### config.mk
export PLATFORM = sky130hd
export DESIGN_NAME = pll_reset_sequencer
export DESIGN_NICKNAME = d
export VERILOG_FILES = /design/src/rtl/pll_reset_sequencer.sv
export SDC_FILE = /design/constraint.sdc
export NUM_CORES = 1
export LEC_CHECK = 0
export CAP_MARGIN = 20
export CORE_ASPECT_RATIO = 2
export CORE_UTILIZATION = 35
export DETAILED_ROUTE_END_ITERATION = 10
export DONT_BUFFER_PORTS = 1
export PLACE_DENSITY = 0.54
export SYNTH_ARGS = -nofsm -noshare
export SYNTH_HDL_FRONTEND = slang
export SYNTH_SLANG_ARGS = --single-unit
### constraint.sdc
create_clock -name clk -period 2.05 [get_ports clk]
set_clock_uncertainty 0.05 [all_clocks]
set_input_delay 0.41 -clock clk [delete_from_list [all_inputs] [get_ports clk]]
set_output_delay 0.41 -clock clk [all_outputs]
set_load 0.01 [all_outputs]
### src/rtl/pll_reset_sequencer.sv
// Holds the downstream 48 MHz domain in reset until the PLL has reported lock
// continuously for STABLE_CYCLES, and keeps it there for HOLD_CYCLES after a loss.
module pll_reset_sequencer #(
    parameter int STABLE_CYCLES = 4800,
    parameter int HOLD_CYCLES   = 48,
    parameter int COUNT_W       = 16
) (
    input  logic       clk,
    input  logic       reset,
    input  logic       locked,
    output logic       rst_out,
    output logic       ready,
    output logic [1:0] state,
    output logic [7:0] relock_count
);

    typedef enum logic [1:0] {
        IDLE        = 2'd0,
        WAIT_STABLE = 2'd1,
        RUN         = 2'd2,
        HOLD        = 2'd3
    } state_t;

    if (STABLE_CYCLES < 1 || HOLD_CYCLES < 1 ||
        longint'(STABLE_CYCLES) >= (longint'(1) << COUNT_W) ||
        longint'(HOLD_CYCLES) >= (longint'(1) << COUNT_W)) begin : g_bad_params
        $error("pll_reset_sequencer: STABLE_CYCLES/HOLD_CYCLES must be in [1, 2**COUNT_W)");
    end

    localparam logic [COUNT_W-1:0] STABLE_LAST = COUNT_W'(STABLE_CYCLES - 1);
    localparam logic [COUNT_W-1:0] HOLD_LAST   = COUNT_W'(HOLD_CYCLES - 1);

    state_t             cur;
    state_t             nxt;
    logic [COUNT_W-1:0] count;
    logic [COUNT_W-1:0] count_nxt;
    logic               sync1;
    logic               lock_s;
    logic [7:0]         relocks;
    logic               relock_inc;

    always_ff @(posedge clk) begin
        if (reset) begin
            sync1   <= 1'b0;
            lock_s  <= 1'b0;
            cur     <= IDLE;
            count   <= '0;
            relocks <= '0;
        end else begin
            sync1  <= locked;
            lock_s <= sync1;
            cur    <= nxt;
            count  <= count_nxt;
            // Saturates so a flapping PLL can never make the count look healthy again.
            if (relock_inc && relocks != 8'hFF) begin
                relocks <= relocks + 8'd1;
            end
        end
    end

    always_comb begin
        nxt        = cur;
        count_nxt  = count;
        relock_inc = 1'b0;
        case (cur)
            IDLE: begin
                count_nxt = '0;
                if (lock_s) begin
                    nxt = WAIT_STABLE;
                end
            end
            WAIT_STABLE: begin
                if (!lock_s) begin
                    nxt       = IDLE;
                    count_nxt = '0;
                end else if (count == STABLE_LAST) begin
                    nxt       = RUN;
                    count_nxt = '0;
                end else begin
                    count_nxt = count + 1'b1;
                end
            end
            RUN: begin
                count_nxt = '0;
                if (!lock_s) begin
                    nxt        = HOLD;
                    relock_inc = 1'b1;
                end
            end
            HOLD: begin
                // Lock is deliberately ignored here so the hold time is a hard minimum.
                if (count == HOLD_LAST) begin
                    nxt       = IDLE;
                    count_nxt = '0;
                end else begin
                    count_nxt = count + 1'b1;
                end
            end
        endcase
    end

    assign rst_out      = (cur != RUN);
    assign ready        = (cur == RUN);
    assign state        = cur;
    assign relock_count = relocks;

endmodule

## After elaboration in Yosys (flattened, before gate mapping)

Index checks and enable logic that the tools add are counted.

- Output and inout bits: 12
- Logic and storage cells: 34
- Register bits after elaboration: 28
- Bits of input ports: 3

- Eq/ne operators: 11
- Reductions and logical operators: 4
- Multiplexer cells: 12
- Add/subtract/negate cells: 2

Operators with widths:

| cell | count |
|---|---|
| $mux W16 | 3 |
| $pmux W16 S3 | 1 |
| $add A16 B1 Y16 const B | 1 |
| $eq A16 B13 Y1 const B | 1 |
| $eq A16 B6 Y1 const B | 1 |
| $mux W2 | 5 |
| $add A8 B1 Y8 const B | 1 |
| $ne A2 B2 Y1 const B | 4 |
| $ne A8 B8 Y1 const B | 1 |
| $pmux W2 S4 | 1 |
| $eq A2 B2 Y1 const B | 2 |
| $reduce_and A4 Y1 | 1 |
| $ne A3 B3 Y1 const B | 1 |
| $eq A2 B1 Y1 const B | 1 |
| $logic_not A2 Y1 | 1 |
| $mux W1 | 2 |
| $reduce_or A2 Y1 | 1 |
| $logic_and A1 B1 Y1 | 1 |

## Depth between registers and ports, before layout

- Depth in word-level cells: 4
- Mapped depth: 6
- Gate-level depth less buffers: 5

## Worst setup path after synthesis

Ideal clock, no wire load.

- Kind: register to register
- Start point: register count[10]
- End point: register count[15]
- Clock period less this slack: 1696 ps
- Library setup time: 118 ps
- Buffers on the path: 1
- Required time: 1882 ps
- Stages on the path, launching flop included: 6
- Data arrival time: 1528 ps
- Setup slack: 354 ps
- Cells stage by stage: dfxtp_1 or4_4 nor3_4 a31o_4 buf_6 a21oi_1

- Word-level cells in the longest chain between the ends: 4
- Elaborated cells on any way between the ends: 7
- Classes of those cells: add/sub: 1; eq/ne: 2; mux: 4

Ends and longest elaborated chain:

| element | line | source |
|---|---|---|
| from (decl) | 35 | `logic [COUNT_W-1:0] count;` |
| from (signal assigned) | 53 | `count <= count_nxt;` |
| $add A16 B1 Y16 or $eq A16 B13 Y1 (tied branches) | 80, 96, 76 |  |
| $mux W16 | 76 | `end else if (count == STABLE_LAST) begin` |
| $mux W16 | 73 | `if (!lock_s) begin` |
| $pmux W16 S3 (*) | 65 | `case (cur)` |

Every way passes the cells marked *; elsewhere a longest branch is shown, timed or not.
A chain may end at the register's enable or synchronous reset.

## Worst setup path in the final report

- Start point: register count[10]
- End point: register count[1]

- Word-level cells in the longest chain between the ends: 4
- Elaborated cells on any way between the ends: 6
- Classes of those cells: eq/ne: 2; mux: 4

Ends and longest elaborated chain:

| element | line |
|---|---|
| $eq A16 B13 Y1 | 76 |
| $mux W16 | 76 |
| $mux W16 | 73 |
| $pmux W16 S3 (*) | 65 |

Marks and branches as above.

==> results.md <==
* Placed Instances at roughly 190
* Fillers at about 400
* Hold buffers post-CTS at 0
* RSZ-0062 raised after global routing: no
* Pint at around 0.00068 W
* HPWL Detailed at 2170 um
* Top_reg_cell synth: dfxtp_1
* Sw power at roughly 0.00017 W
* Overall die width at about 46 um
* Largest family of logic cells by synthesized area: simple AND/OR/NAND/NOR gates
* Area Growth Syn to Fin at 6.44%
* Hold Fails Final Rpt at 0
* Post-Synthesis Cells at ~150
* Share of cells above drive strength 1 at 8.11%
* Post-Syn Nets at around 150
* Clk buf depth at 2
* Register Area at approximately 560 um2
* Routability Congestion at between 0.8 and 0.9
* Worst min-delay path category: input pin to flip-flop
* Power Total at roughly 0.00085 W
* Post-synthesis instance area at 0.00134 mm2
* Number of global-route vias before repair at approximately 1100
* Top post-synthesis cells by area: dfxtp_1, xnor2_1, a21oi_1
* Max Slew Vio Count at 0
* Fin nets at roughly 160
* Initial Utilization at 36.8%
* Post-CTS Setup Bufs at 0
* Util after Layout at approximately two fifths
* Leak at about 0.43 nW
* Synth area leader: dfxtp_1
* Met3 routed WL at 86 um
* Wire length on met2 at 1600 um
* Commonest non-fill, non-tap cell in the layout: dfxtp_1
* Sw frac at 19.7%
* Port bufs at 0
* Synthesized area per cell at just over 9 um2
* Die area at slightly above 0.004 mm2
* Non-filler cells, final at slightly below 200
* DRT Pass-1 Iters at 4
* Sequential share of power at 64.7%
* Top sig layer: met4
* Mux cell area share after synthesis at less than 1%
* Clk Latency, worst-skew pair at between 0.2 and 0.3 ns
* DR vias/cell at 5.50
* Final period util at slightly below 90%
* PwrDens at 594 mW/mm2
* Sequential share of the synthesized area at about two fifths
* # rows at 31
* Critical path peak fanout at 16
* Asr flop ratio synth at 0%
* Worst slew pin tran at between 0.5 and 0.6 ns
* Post-layout minimum cycle time at between 1.5 and 2 ns
* Crit start category: flip-flop
* Synth Area in Compound Gates at ~15%
* Worst EP required at between 2 and 2.5 ns
* Status: finished clean
* Post-Synth Adder-Cell Area at around 1.9%
* Largest net degree at the start of global routing at 17
* Clock network fraction of total power at around a third
* Drt wl/cell at 14.2 um
* Worst setup path class: flip-flop to flip-flop
* DR vias at 1083
* Logic pwr share at 0.5%
* Met1 Routed Length at between 1000 and 1500 um
* Total Wirelength at between 2000 and 3000 um
* H-tree depth reported by CTS at 1
* Ys Warns at 0
* Setup_tns at 0 ns
* Max cap viols at 0
* Die Span Y at roughly 90 um
* Post-CTS Resized at 0
* Global-route wire length before repair at roughly 4800 um
* Final setup vio count at 0
* XOR/XNOR Fraction of Synth Area at around 12%
* Synth cell types at 39
* Post-DRT Antenna Nets at 0
* Most frequent cells in the layout: dfxtp_1, a21oi_1, xnor2_1
* CTS buffer count at 3
* Initial antenna violation count at 0
* CTS tree: done
* Multi-input gate area at ~730 um2
* Core box area at roughly 0.0036 mm2
* Post-synth EDFFs at 0
* Maximum clock rate at between 500 and 600 MHz
* Clk sinks at 28
* # diodes at 0
* Simple-Gate Fraction of Synth Area at about 24%
* Iter 0 DRT Violations at 15
* GRT Total Usage at about 16%
* Root Buffer: clkbuf_8
* Worst-path clk slew at 0.09 ns
* Peak supply drop at approximately 380 uV
* DR DRC count at 0
* Worst setup EP type: flip-flop
* Post-synthesis sequential element count at 28
* WP data arrival at about 1.9 ns
* Rel. slew slack at 61.9%
* Top-area cell type share of the netlist area at 41.8%
* Io pins at 15
* Gr ovfl total at 0
final cells by class:
class,count,share of cell area [%]
Clock buffer,3,2.89
Inverter,5,1.31
Tap cell,49,4.29
Timing Repair Buffer,2,1.05
Sequential cell,28,39.3
Multi-Input combinational cell,110,51.2
worst paths after layout:
check             startpoint       end  slack (ns)  cells after the start
hold / removal         reset     sync1        0.14                      1
hold reg to reg        sync1    lock_s        0.40                      1
setup reg to reg   count[10]  count[1]        0.25                      4
setup / recovery   count[10]  count[1]        0.25                      4
cells in the mapped netlist (all sizes together) (2+ instances only):
cell type	count
or3	2
nor3	6
nor4	6
inv	5
a21oi	18
nor2	10
nand2	9
ha	2
o21ai	2
nand4	5
nand3	8
xnor2	15
a211oi	2
buf	3
nand2b	2
and3	2
xor2	4
nor2b	2
dfxtp	28
a211o	2
routing by layer:
layer | vias to the layer above | GRT usage [%]
met5 | - | 0
met1 | 522 | 15.1
met3 | 7 | 2.83
li1 | 530 | -
met4 | 0 | 9.09
met2 | 24 | 30.8
flip-flops by register name, summed over array words and instances (netlist names), named ones only:
| register | flops |
|---|---|
| count | 16 |
| lock_s | 1 |
| relock_count | 8 |
| state | 1 |
| sync1 | 1 |
critical path, stage by stage (launching register included):
cell,delay (ns)
dfxtp_1,0.36
or4_4,0.55
nor3_4,0.29
a31o_4,0.32
a21boi_0,0.11
power by group through the flow:
| stage | clock network (W) | registers (W) | logic [W] |
|---|---|---|---|
| 3_5_place_dp | 0 | 0.000561 | 0.00000442 |
| 6_report | 0.000295 | 0.000548 | 0.00000442 |
| 2_1_floorplan | 0 | 0.000560 | 0.00000639 |
| 5_1_grt | 0.000326 | 0.000549 | 0.00000485 |
| 4_1_cts | 0.000309 | 0.000549 | 0.00000447 |
| 3_3_place_gp | 0 | 0.000561 | 0.00000439 |
cell families after synthesis:
family,after synthesis
compound gates,31
xor+xnor,19
mux,1
buf+inv,9
simple gates,57
fa+ha+maj,2
flops,28
metrics by stage:
stage / setup WS [ns] / hold slack [ns] / area (um2)
5_1_grt: 0.126 / 0.120 / 1430
2_1_floorplan: 0.354 / 0.364 / 1340
3_3_place_gp: 0.292 / 0.371 / 1390
6_report: 0.247 / 0.137 / 1430
4_1_cts: 0.234 / 0.129 / 1430
3_5_place_dp: 0.253 / 0.384 / 1390
Power figures use the tool's default switching activity.
==> RTL edit: new RTL, config.mk and constraints unchanged <==
Set the parameter `COUNT_W` to 14 (it was 16).
--- a/src/rtl/pll_reset_sequencer.sv
+++ b/src/rtl/pll_reset_sequencer.sv
@@ -3,7 +3,7 @@
 module pll_reset_sequencer #(
     parameter int STABLE_CYCLES = 4800,
     parameter int HOLD_CYCLES   = 48,
-    parameter int COUNT_W       = 16
+    parameter int COUNT_W       = 14
 ) (
     input  logic       clk,
     input  logic       reset,
Formal check against the unedited RTL: no difference found for any inputs over 10 cycles, from zero or initial values and one cycle with reset high; that may be too few to reach the edited logic, so the function may still have changed.
==> RTL edit against the original RTL <==
  * Design area fell by 0.88%
  * Total power rose by 0.92%
  * Setup slack worse by 0.13 ns
  * Area after synthesis decreased by 6.2%
  * Count of clock-buffer cells in the layout up 1
  * Final cell count is 2.5% lower
  * Core utilization rose by 2.3 points
  * Sequential share of layout area fell by 2.5 points
  * Routed wire length decreased by 3.1%
  * Sequential cell count decreased by 2
  * Critical endpoint is now count[3]
  * Largest cell class unchanged
  * Largest power group unchanged
==> RTL edit: results <==
finish:
  fill_cells: 355
  drive_above_1_share_pct: 17.36
  nets: 150
  largest_reg_flops: 14
  max_flop_register: "count"
  antenna_cells: 0
clock_tree:
  cts.repair.resized: 0
  clock_latency_ns: 0.28
  root_buffer: "clkbuf_8"
  cts-htree-levels: 1
  cts_setup_buffers: 0
  clk_pin_slew_ns: 0.09
  numCtsBuffers: 3
  clock_path_buffers: 2
worst_setup_path:
  worstPathMaxFanout: 13
  crit_slowest_cell: "or4b_4"
  max_stage_delay_ns: 0.48
  cp_data_arrival_time_ns: 2.06
global_route:
  antenna_found_initial: 0
  grt_max_degree: 17
  grt_first_pass_wirelength_mm: 4.340
  grt_pass1_vias: 1003
  grt-ovfl-total: 0
  track_usage_pct: 15.40
yosys:
  ys_top_cells_by_count: "dfxtp_1, nor2_1, xnor2_1"
  synthArstFlopShare_pct: 0
  yosysWarningCount: 0
  ys_top_cells_by_area: "dfxtp_1, xnor2_1, nor2_2"
  synth_nets: 141
  ys_types: 37
  seq_area_frac_synth_pct: 41.39
power_and_ir_drop:
  ir_drop_v: 0.0003629
  leakagePower_nw: 0.4393
drt:
  wirelength_mm: 2.706
  dr.first_iter.drc_count: 14
  first_pass_iters: 4
  viasPerCell: 5.260
placement:
  place_congestion: 0.7683
  numPortBuffers: 0
  place_ws_ns: 0.1224
  dpl.hpwl_mm: 2.100
outcome:
  status: "complete, no violations"
min_path:
  min_path_type: "in -> reg"
timing:
  tightest_slew_ns: 0.5897
-- RTL edit: power by group --
part	internal [mW]	total (mW)	switching (mW)	leakage [nW]
combinational	0.00507	0.00800	0.00293	0.201
clock	0.172	0.338	0.166	0.0288
sequential	0.507	0.510	0.00266	0.210
-- RTL edit: final timing paths --
path	from	endpoint	slack, ns	cells after the start
max	count[1]	count[3]	0.12	6
max reg2reg	count[1]	count[3]	0.12	6
min reg2reg	sync1	lock_s	0.41	1
min	reset	relock_count[0]	0.14	1
-- RTL edit: cell type report --
class	instances	area share, %
multi-input combinational	103	49.69
inverter	5	1.326
timing repair buffer	6	4.067
tap	48	4.244
clock buffer	4	3.890
sequential	26	36.78
-- RTL edit: cell families after synthesis --
family                     count (synthesis)  synth area share [%]
adders and majority gates                  2                 1.990
DFF                                       26                 41.39
xor gates and xnor gates                  17                 11.84
AOI/OAI and AO/OA                         15                 8.458
and+or+nand+nor                           68                 32.84
muxes                                      1                0.7961
buffers and inverters                      7                 2.686
-- RTL edit: worst max-delay path, delay by kind of cell, from the launching register on --
kind	cells	cell delay, ns
AOI/OAI and AO/OA	1	0.25
adders and majority gates	1	0.20
buffers and inverters	1	0.19
DFF	1	0.36
and+or+nand+nor	3	0.79
-- RTL edit: per-layer routing --
metal  up-vias  share of wire (%)  track usage, %
li1        497                  -               -
met1       490                 35           14.23
met2        16                 59           29.55
met3         7                1.8           1.667
met4         0                3.7           9.642
met5         -                  0               0
-- RTL edit: stage by stage --
step / hold slack [ns] / std cells / instance area (µm²)
finish: 0.1431 / 192 / 1415
global route: 0.1318 / 192 / 1415
CTS: 0.1310 / 192 / 1415
detailed placement: 0.3953 / 188 / 1360
global placement: 0.3744 / 188 / 1360
floorplan: 0.3638 / 136 / 1257
